===== config.mk =====
export PLATFORM = sky130hd
export DESIGN_NAME = tl_light_monitor
export DESIGN_NICKNAME = d
export VERILOG_FILES = /design/src/rtl/tl_light_monitor.sv
export SDC_FILE = /design/constraint.sdc
export NUM_CORES = 1
export LEC_CHECK = 0
export CAP_MARGIN = 20
export CORE_MARGIN = 2
export CORE_UTILIZATION = 35
export CTS_BUF_LIST = sky130_fd_sc_hd__clkbuf_4 sky130_fd_sc_hd__clkbuf_8
export DETAILED_ROUTE_END_ITERATION = 10
export PLACE_DENSITY = 0.67
export SLEW_MARGIN = 20
export SYNTH_ARGS = -nofsm -noshare
export SYNTH_HDL_FRONTEND = slang
export SYNTH_SLANG_ARGS = --single-unit

===== constraint.sdc =====
create_clock -name clk -period 2.3 [get_ports clk]
set_clock_uncertainty 0.2 [all_clocks]
set_input_delay 0.345 -clock clk [delete_from_list [all_inputs] [get_ports clk]]
set_output_delay 0.345 -clock clk [all_outputs]
set_load 0.1 [all_outputs]

===== src/rtl/tl_light_monitor.sv =====
// rtl/tl_light_monitor.sv - lamp-code decoder, transition checker and error statistics for the two-road traffic light
//
// Decodes the sampled lamp codes {LA,LB} back into the controller state,
// flags illegal lamp patterns and illegal state transitions, counts the
// length of each green phase and keeps sticky and saturating error statistics.
//
// Optional feature macro: TL_MON_GREEN_TIMEOUT_EN
//   defined   - err_timeout pulses when a green phase exceeds MAX_GREEN samples
//   undefined - err_timeout is tied to 0 and no timeout logic is built
//
// Parameters:
//   MAX_GREEN   longest legal green phase in samples (1..254), timeout build only
//   ERR_CNT_W   width of the saturating error counter
//
// Ports:
//   clk          system clock, rising edge
//   reset_n      synchronous active-low reset
//   LA, LB       lamp codes: 00 green, 01 yellow, 10 red, 11 illegal
//   clr          synchronous clear of err_sticky / err_cnt
//   state_o      decoded controller state (S0..S3)
//   valid        last sample was a legal lamp pattern
//   err_pat      pulse: illegal lamp pattern
//   err_trans    pulse: illegal state transition
//   err_timeout  pulse: green held past MAX_GREEN
//   err_sticky   set by any error, cleared by reset or clr
//   err_cnt      saturating count of cycles carrying at least one error
//   green_cnt    consecutive samples in the current green state, saturating

module tl_light_monitor #(
    parameter int MAX_GREEN = 15,
    parameter int ERR_CNT_W = 4
) (
    input  logic                 clk,
    input  logic                 reset_n,
    input  logic [1:0]           LA,
    input  logic [1:0]           LB,
    input  logic                 clr,
    output logic [1:0]           state_o,
    output logic                 valid,
    output logic                 err_pat,
    output logic                 err_trans,
    output logic                 err_timeout,
    output logic                 err_sticky,
    output logic [ERR_CNT_W-1:0] err_cnt,
    output logic [7:0]           green_cnt
);

    typedef enum logic {
        ST_INIT  = 1'b0,
        ST_TRACK = 1'b1
    } mon_state_t;

    localparam logic [ERR_CNT_W-1:0] LP_CNT_MAX = '1;

    mon_state_t           r_fsm;
    mon_state_t           w_fsm_nxt;

    logic                 w_legal;
    logic [1:0]           w_dec;
    logic                 w_trans_ok;
    logic                 w_is_green;

    logic [1:0]           w_state_nxt;
    logic                 w_valid_nxt;
    logic                 w_err_pat_nxt;
    logic                 w_err_trans_nxt;
    logic                 w_err_to_nxt;
    logic [7:0]           w_green_nxt;
    logic                 w_any_err;
    logic                 w_sticky_nxt;
    logic [ERR_CNT_W-1:0] w_cnt_nxt;

    // Pattern decode: only four of the sixteen lamp combinations are legal.
    always_comb begin
        w_legal = 1'b1;
        w_dec   = 2'd0;
        case ({LA, LB})
            4'b0010: w_dec = 2'd0;
            4'b0110: w_dec = 2'd1;
            4'b1000: w_dec = 2'd2;
            4'b1001: w_dec = 2'd3;
            default: w_legal = 1'b0;
        endcase
    end

    // Transition table, checked against the previous state held in state_o.
    always_comb begin
        w_trans_ok = 1'b0;
        case (state_o)
            2'd0: w_trans_ok = (w_dec == 2'd0) || (w_dec == 2'd1);
            2'd1: w_trans_ok = (w_dec == 2'd2);
            2'd2: w_trans_ok = (w_dec == 2'd2) || (w_dec == 2'd3);
            2'd3: w_trans_ok = (w_dec == 2'd0);
            default: w_trans_ok = 1'b0;
        endcase
    end

    assign w_is_green = (w_dec == 2'd0) || (w_dec == 2'd2);

    // Tracker next-state and per-sample outputs.
    always_comb begin
        w_fsm_nxt       = r_fsm;
        w_state_nxt     = state_o;
        w_valid_nxt     = 1'b0;
        w_err_pat_nxt   = 1'b0;
        w_err_trans_nxt = 1'b0;
        w_green_nxt     = 8'd0;
        if (!w_legal) begin
            // state_o keeps its last value; next legal sample reloads it unchecked.
            w_err_pat_nxt = 1'b1;
            w_fsm_nxt     = ST_INIT;
        end else begin
            w_state_nxt = w_dec;
            w_valid_nxt = 1'b1;
            w_fsm_nxt   = ST_TRACK;
            if ((r_fsm == ST_TRACK) && !w_trans_ok) begin
                // Flag it but still follow the lamps so tracking resynchronises.
                w_err_trans_nxt = 1'b1;
            end
            if (w_is_green) begin
                if ((r_fsm == ST_TRACK) && (state_o == w_dec)) begin
                    w_green_nxt = (green_cnt == 8'hFF) ? 8'hFF : green_cnt + 8'd1;
                end else begin
                    w_green_nxt = 8'd1;
                end
            end
        end
    end

`ifdef TL_MON_GREEN_TIMEOUT_EN
    localparam logic [7:0] LP_MAX_GREEN    = 8'(MAX_GREEN);
    localparam logic [7:0] LP_MAX_GREEN_P1 = 8'(MAX_GREEN + 1);

    // Armed again only once green_cnt has dropped to 0, so a resync straight
    // from one green to the other cannot produce a second pulse.
    logic r_to_armed;

    assign w_err_to_nxt = r_to_armed && (green_cnt == LP_MAX_GREEN) &&
                          (w_green_nxt == LP_MAX_GREEN_P1);

    always_ff @(posedge clk) begin
        if (!reset_n) begin
            r_to_armed <= 1'b1;
        end else if (w_green_nxt == 8'd0) begin
            r_to_armed <= 1'b1;
        end else if (w_err_to_nxt) begin
            r_to_armed <= 1'b0;
        end
    end
`else
    assign w_err_to_nxt = 1'b0;
`endif

    // Error accounting: one count per erroneous cycle; a same-cycle error beats clr.
    assign w_any_err = w_err_pat_nxt | w_err_trans_nxt | w_err_to_nxt;

    always_comb begin
        w_sticky_nxt = err_sticky | w_any_err;
        w_cnt_nxt    = err_cnt;
        if (clr) begin
            w_sticky_nxt = w_any_err;
            w_cnt_nxt    = w_any_err ? {{(ERR_CNT_W-1){1'b0}}, 1'b1} : '0;
        end else if (w_any_err && (err_cnt != LP_CNT_MAX)) begin
            w_cnt_nxt = err_cnt + 1'b1;
        end
    end

    always_ff @(posedge clk) begin
        if (!reset_n) begin
            r_fsm       <= ST_INIT;
            state_o     <= 2'd0;
            valid       <= 1'b0;
            err_pat     <= 1'b0;
            err_trans   <= 1'b0;
            err_timeout <= 1'b0;
            err_sticky  <= 1'b0;
            err_cnt     <= '0;
            green_cnt   <= 8'd0;
        end else begin
            r_fsm       <= w_fsm_nxt;
            state_o     <= w_state_nxt;
            valid       <= w_valid_nxt;
            err_pat     <= w_err_pat_nxt;
            err_trans   <= w_err_trans_nxt;
            err_timeout <= w_err_to_nxt;
            err_sticky  <= w_sticky_nxt;
            err_cnt     <= w_cnt_nxt;
            green_cnt   <= w_green_nxt;
        end
    end

endmodule


==> flow_summary.yaml <==
placed_design:
  io_buffers: 24
  gp_congestion: 0.800
  dp_hpwl_um: 1540
  dpl_cell_area_um2: 1260
power:
  ir_drop_mv: 0.399
  power_leakage_nw: 0.520
  power.density_nw_per_um2: 551
setup_path:
  end_kind: "register"
  r2r_cells: 5
  startpoint_type: "input pin"
  rrSetupSlack_ns: 0.61
  critical_path.endpoint: "err_cnt[2]"
  r2r_start: "state_o[1]"
  cp_max_fo: 7
  critPathMaxStageDelay_ns: 0.58
  cp_slowest_cell: "clkdlybuf4s50_1"
  critical_path_class: "in -> reg"
  r2r_end: "err_cnt[2]"
  crit_start: "LA[1]"
  cp.arrival_ns: 2.12
  crit_chain: "clkdlybuf4s50_1, nor3b_4, mux2i_2, o211ai_4, a2111oi_4, a211oi_1"
  cp_data_required_time_ns: 2.28
final_layout:
  diodes: 0
  fin_area_um2: 1300
  drive_above_1_share: 0.291
  syn_to_final_growth_pct: 30.5
  mostFrequentLayoutCells: "26 x buf_4, 15 x dfxtp_1, 10 x a21oi_1"
  nNetsFinal: 151
  n_fill_cell: 251
  final_util: 0.474
  layout_commonest_cell: "buf_4"
global_routing:
  grt_pass1_vias: 804
  grt_pass1_wl_um: 3540
  antenna_found_initial: 0
  grt_usage: 0.134
  overflow: 0
  grt_max_degree: 11
die:
  io_pins: 26
  coreArea_um2: 2730
  dieArea_um2: 3280
  fp-row-count: 19
  die_y_um: 57.3
  dieWidth_um: 57.3
  start_util: 0.363
clock_network:
  cts_resized: 0
  htreeDepth: 1
  clock-root-buffer: "clkbuf_4"
  cts_tree: "built"
  cts_made_buffers: 3
  cts_buffer_depth: 2
  clk_pin_slew_worst_paths_ns: 0.10
  cts.sinks: 18
  cts_setup_buffers: 0
  clk_latency_ns: 0.30
  hold_buffers: 0
sta:
  post-route-period-util: 0.928
  setup_viol: 0
  final-max-slew-violation-count: 0
  fmax_mhz: 469
  finalHoldViolations: 0
  rsz0062_at_grt: "false"
  fin_crit_ns: 2.13
logic_synthesis:
  yosysSeqAreaShare: 0.363
  synthCells: 109
  ys_seq_elements: 18
  postSynthAreaPerCell_um2: 9.11
  synth_nets: 118
  netlist_area_um2: 993
  synth_ff_type: "dfxtp_1"
  synth_cell_type_count: 44
  synth-warning-count: 0
  synth_edf_count: 0
  postSynth.asyncResetShare: 0
drt:
  drtAntennaViolNets: 0
  drt-initial-drc-count: 24
  dr_total_vias: 876
  wl_per_cell_um: 11.7
  drt-total-wl_um: 2020
  drc: 0
  firstDrtPassIters: 4
  via_per_inst: 5.09
min_path:
  hold_path.class: "reg -> reg"
run_status:
  status: "finished clean"
run:
  cap_viol_max_count: 0
synth_stat cells, types with 2 or more instances:
master   number  area, um2
nand2_1       6       22.5
nand3_1       6       30.0
inv_1         7       26.3
nor2b_1       3       18.8
mux2i_1       2       20.0
and2_1        4       25.0
buf_4         2       15.0
xor2_1        3       26.3
a21oi_1      10       50.1
nor2_1        9       33.8
dfxtp_1      18        360
ha_1          2       25.0
xnor2_1       2       17.5
o21ai_0       5       25.0
critical path: cells and delay by family:
family / cells / cell delay [ns]
AO/OA/AOI/OAI: 3 / 0.60
buffers and inverters: 1 / 0.58
multiplexers: 1 / 0.33
AND/OR/NAND/NOR: 1 / 0.27
where the power goes:
| part | internal [W] | switching, W | total, W | leakage (nW) |
|---|---|---|---|---|
| clock network | 0.0000965 | 0.000102 | 0.000199 | 0.0210 |
| logic | 0.0000566 | 0.000124 | 0.000180 | 0.351 |
| registers | 0.000322 | 0.0000122 | 0.000335 | 0.148 |
how the worst min path moves through the flow:
| stage | cells past startpoint | start | to |
|---|---|---|---|
| finish | 1 | green_cnt[0] | green_cnt[0] |
| global route | 1 | green_cnt[0] | green_cnt[0] |
| CTS | 1 | green_cnt[0] | green_cnt[0] |
| detailed placement | 1 | green_cnt[0] | green_cnt[0] |
| global placement | 1 | green_cnt[0] | green_cnt[0] |
| floorplan | 1 | reset_n | state_o[0] |
state kept, by name, summed over array words and instances (netlist names):
name,flops
err_cnt,4
err_pat,1
err_sticky,1
err_trans,1
green_cnt,8
r_fsm,1
state_o,2
cell families (layout without fill, tap and decap cells):
| group | count (synthesis) | count (layout) | share of synthesized area |
|---|---|---|---|
| AOI/OAI and AO/OA | 29 | 29 | 0.230 |
| other | 1 | 1 | 0.00377 |
| DFF | 18 | 18 | 0.363 |
| buffers and inverters | 11 | 43 | 0.0579 |
| muxes | 4 | 4 | 0.0453 |
| adders and majority gates | 2 | 2 | 0.0252 |
| and+or+nand+nor | 39 | 39 | 0.230 |
| xor gates and xnor gates | 5 | 5 | 0.0441 |
metal layers:
layer | vias up | global-route usage | wire, um
li1 | 446 | - | -
met1 | 403 | 0.178 | 982
met2 | 27 | 0.220 | 922
met3 | 0 | 0.0431 | 112
met4 | 0 | 0.0199 | 0
met5 | - | 0 | 0
stage by stage:
stage	TNS (ns)	cells	total power, W	hold slack [ns]	worst slack [ns]
final	0	172	0.000714	0.302	0.167
after global routing	0	172	0.000748	0.321	0.0148
after CTS	0	172	0.000725	0.304	0.188
after detailed placement	-0.529	168	0.000522	0.288	-0.140
after global placement	-0.435	168	0.000521	0.283	-0.122
after floorplan	0	109	0.000476	0.262	0.000703
final cells by class:
cell class	instances	area (um2)	area share
well taps	31	38.8	0.0299
inverters	7	26.3	0.0203
flip-flops and latches	18	364	0.281
repair buffers	32	255	0.197
clock buffers	4	36.3	0.0280
multi-input cells	80	576	0.444
Power figures use the tool's default switching activity.
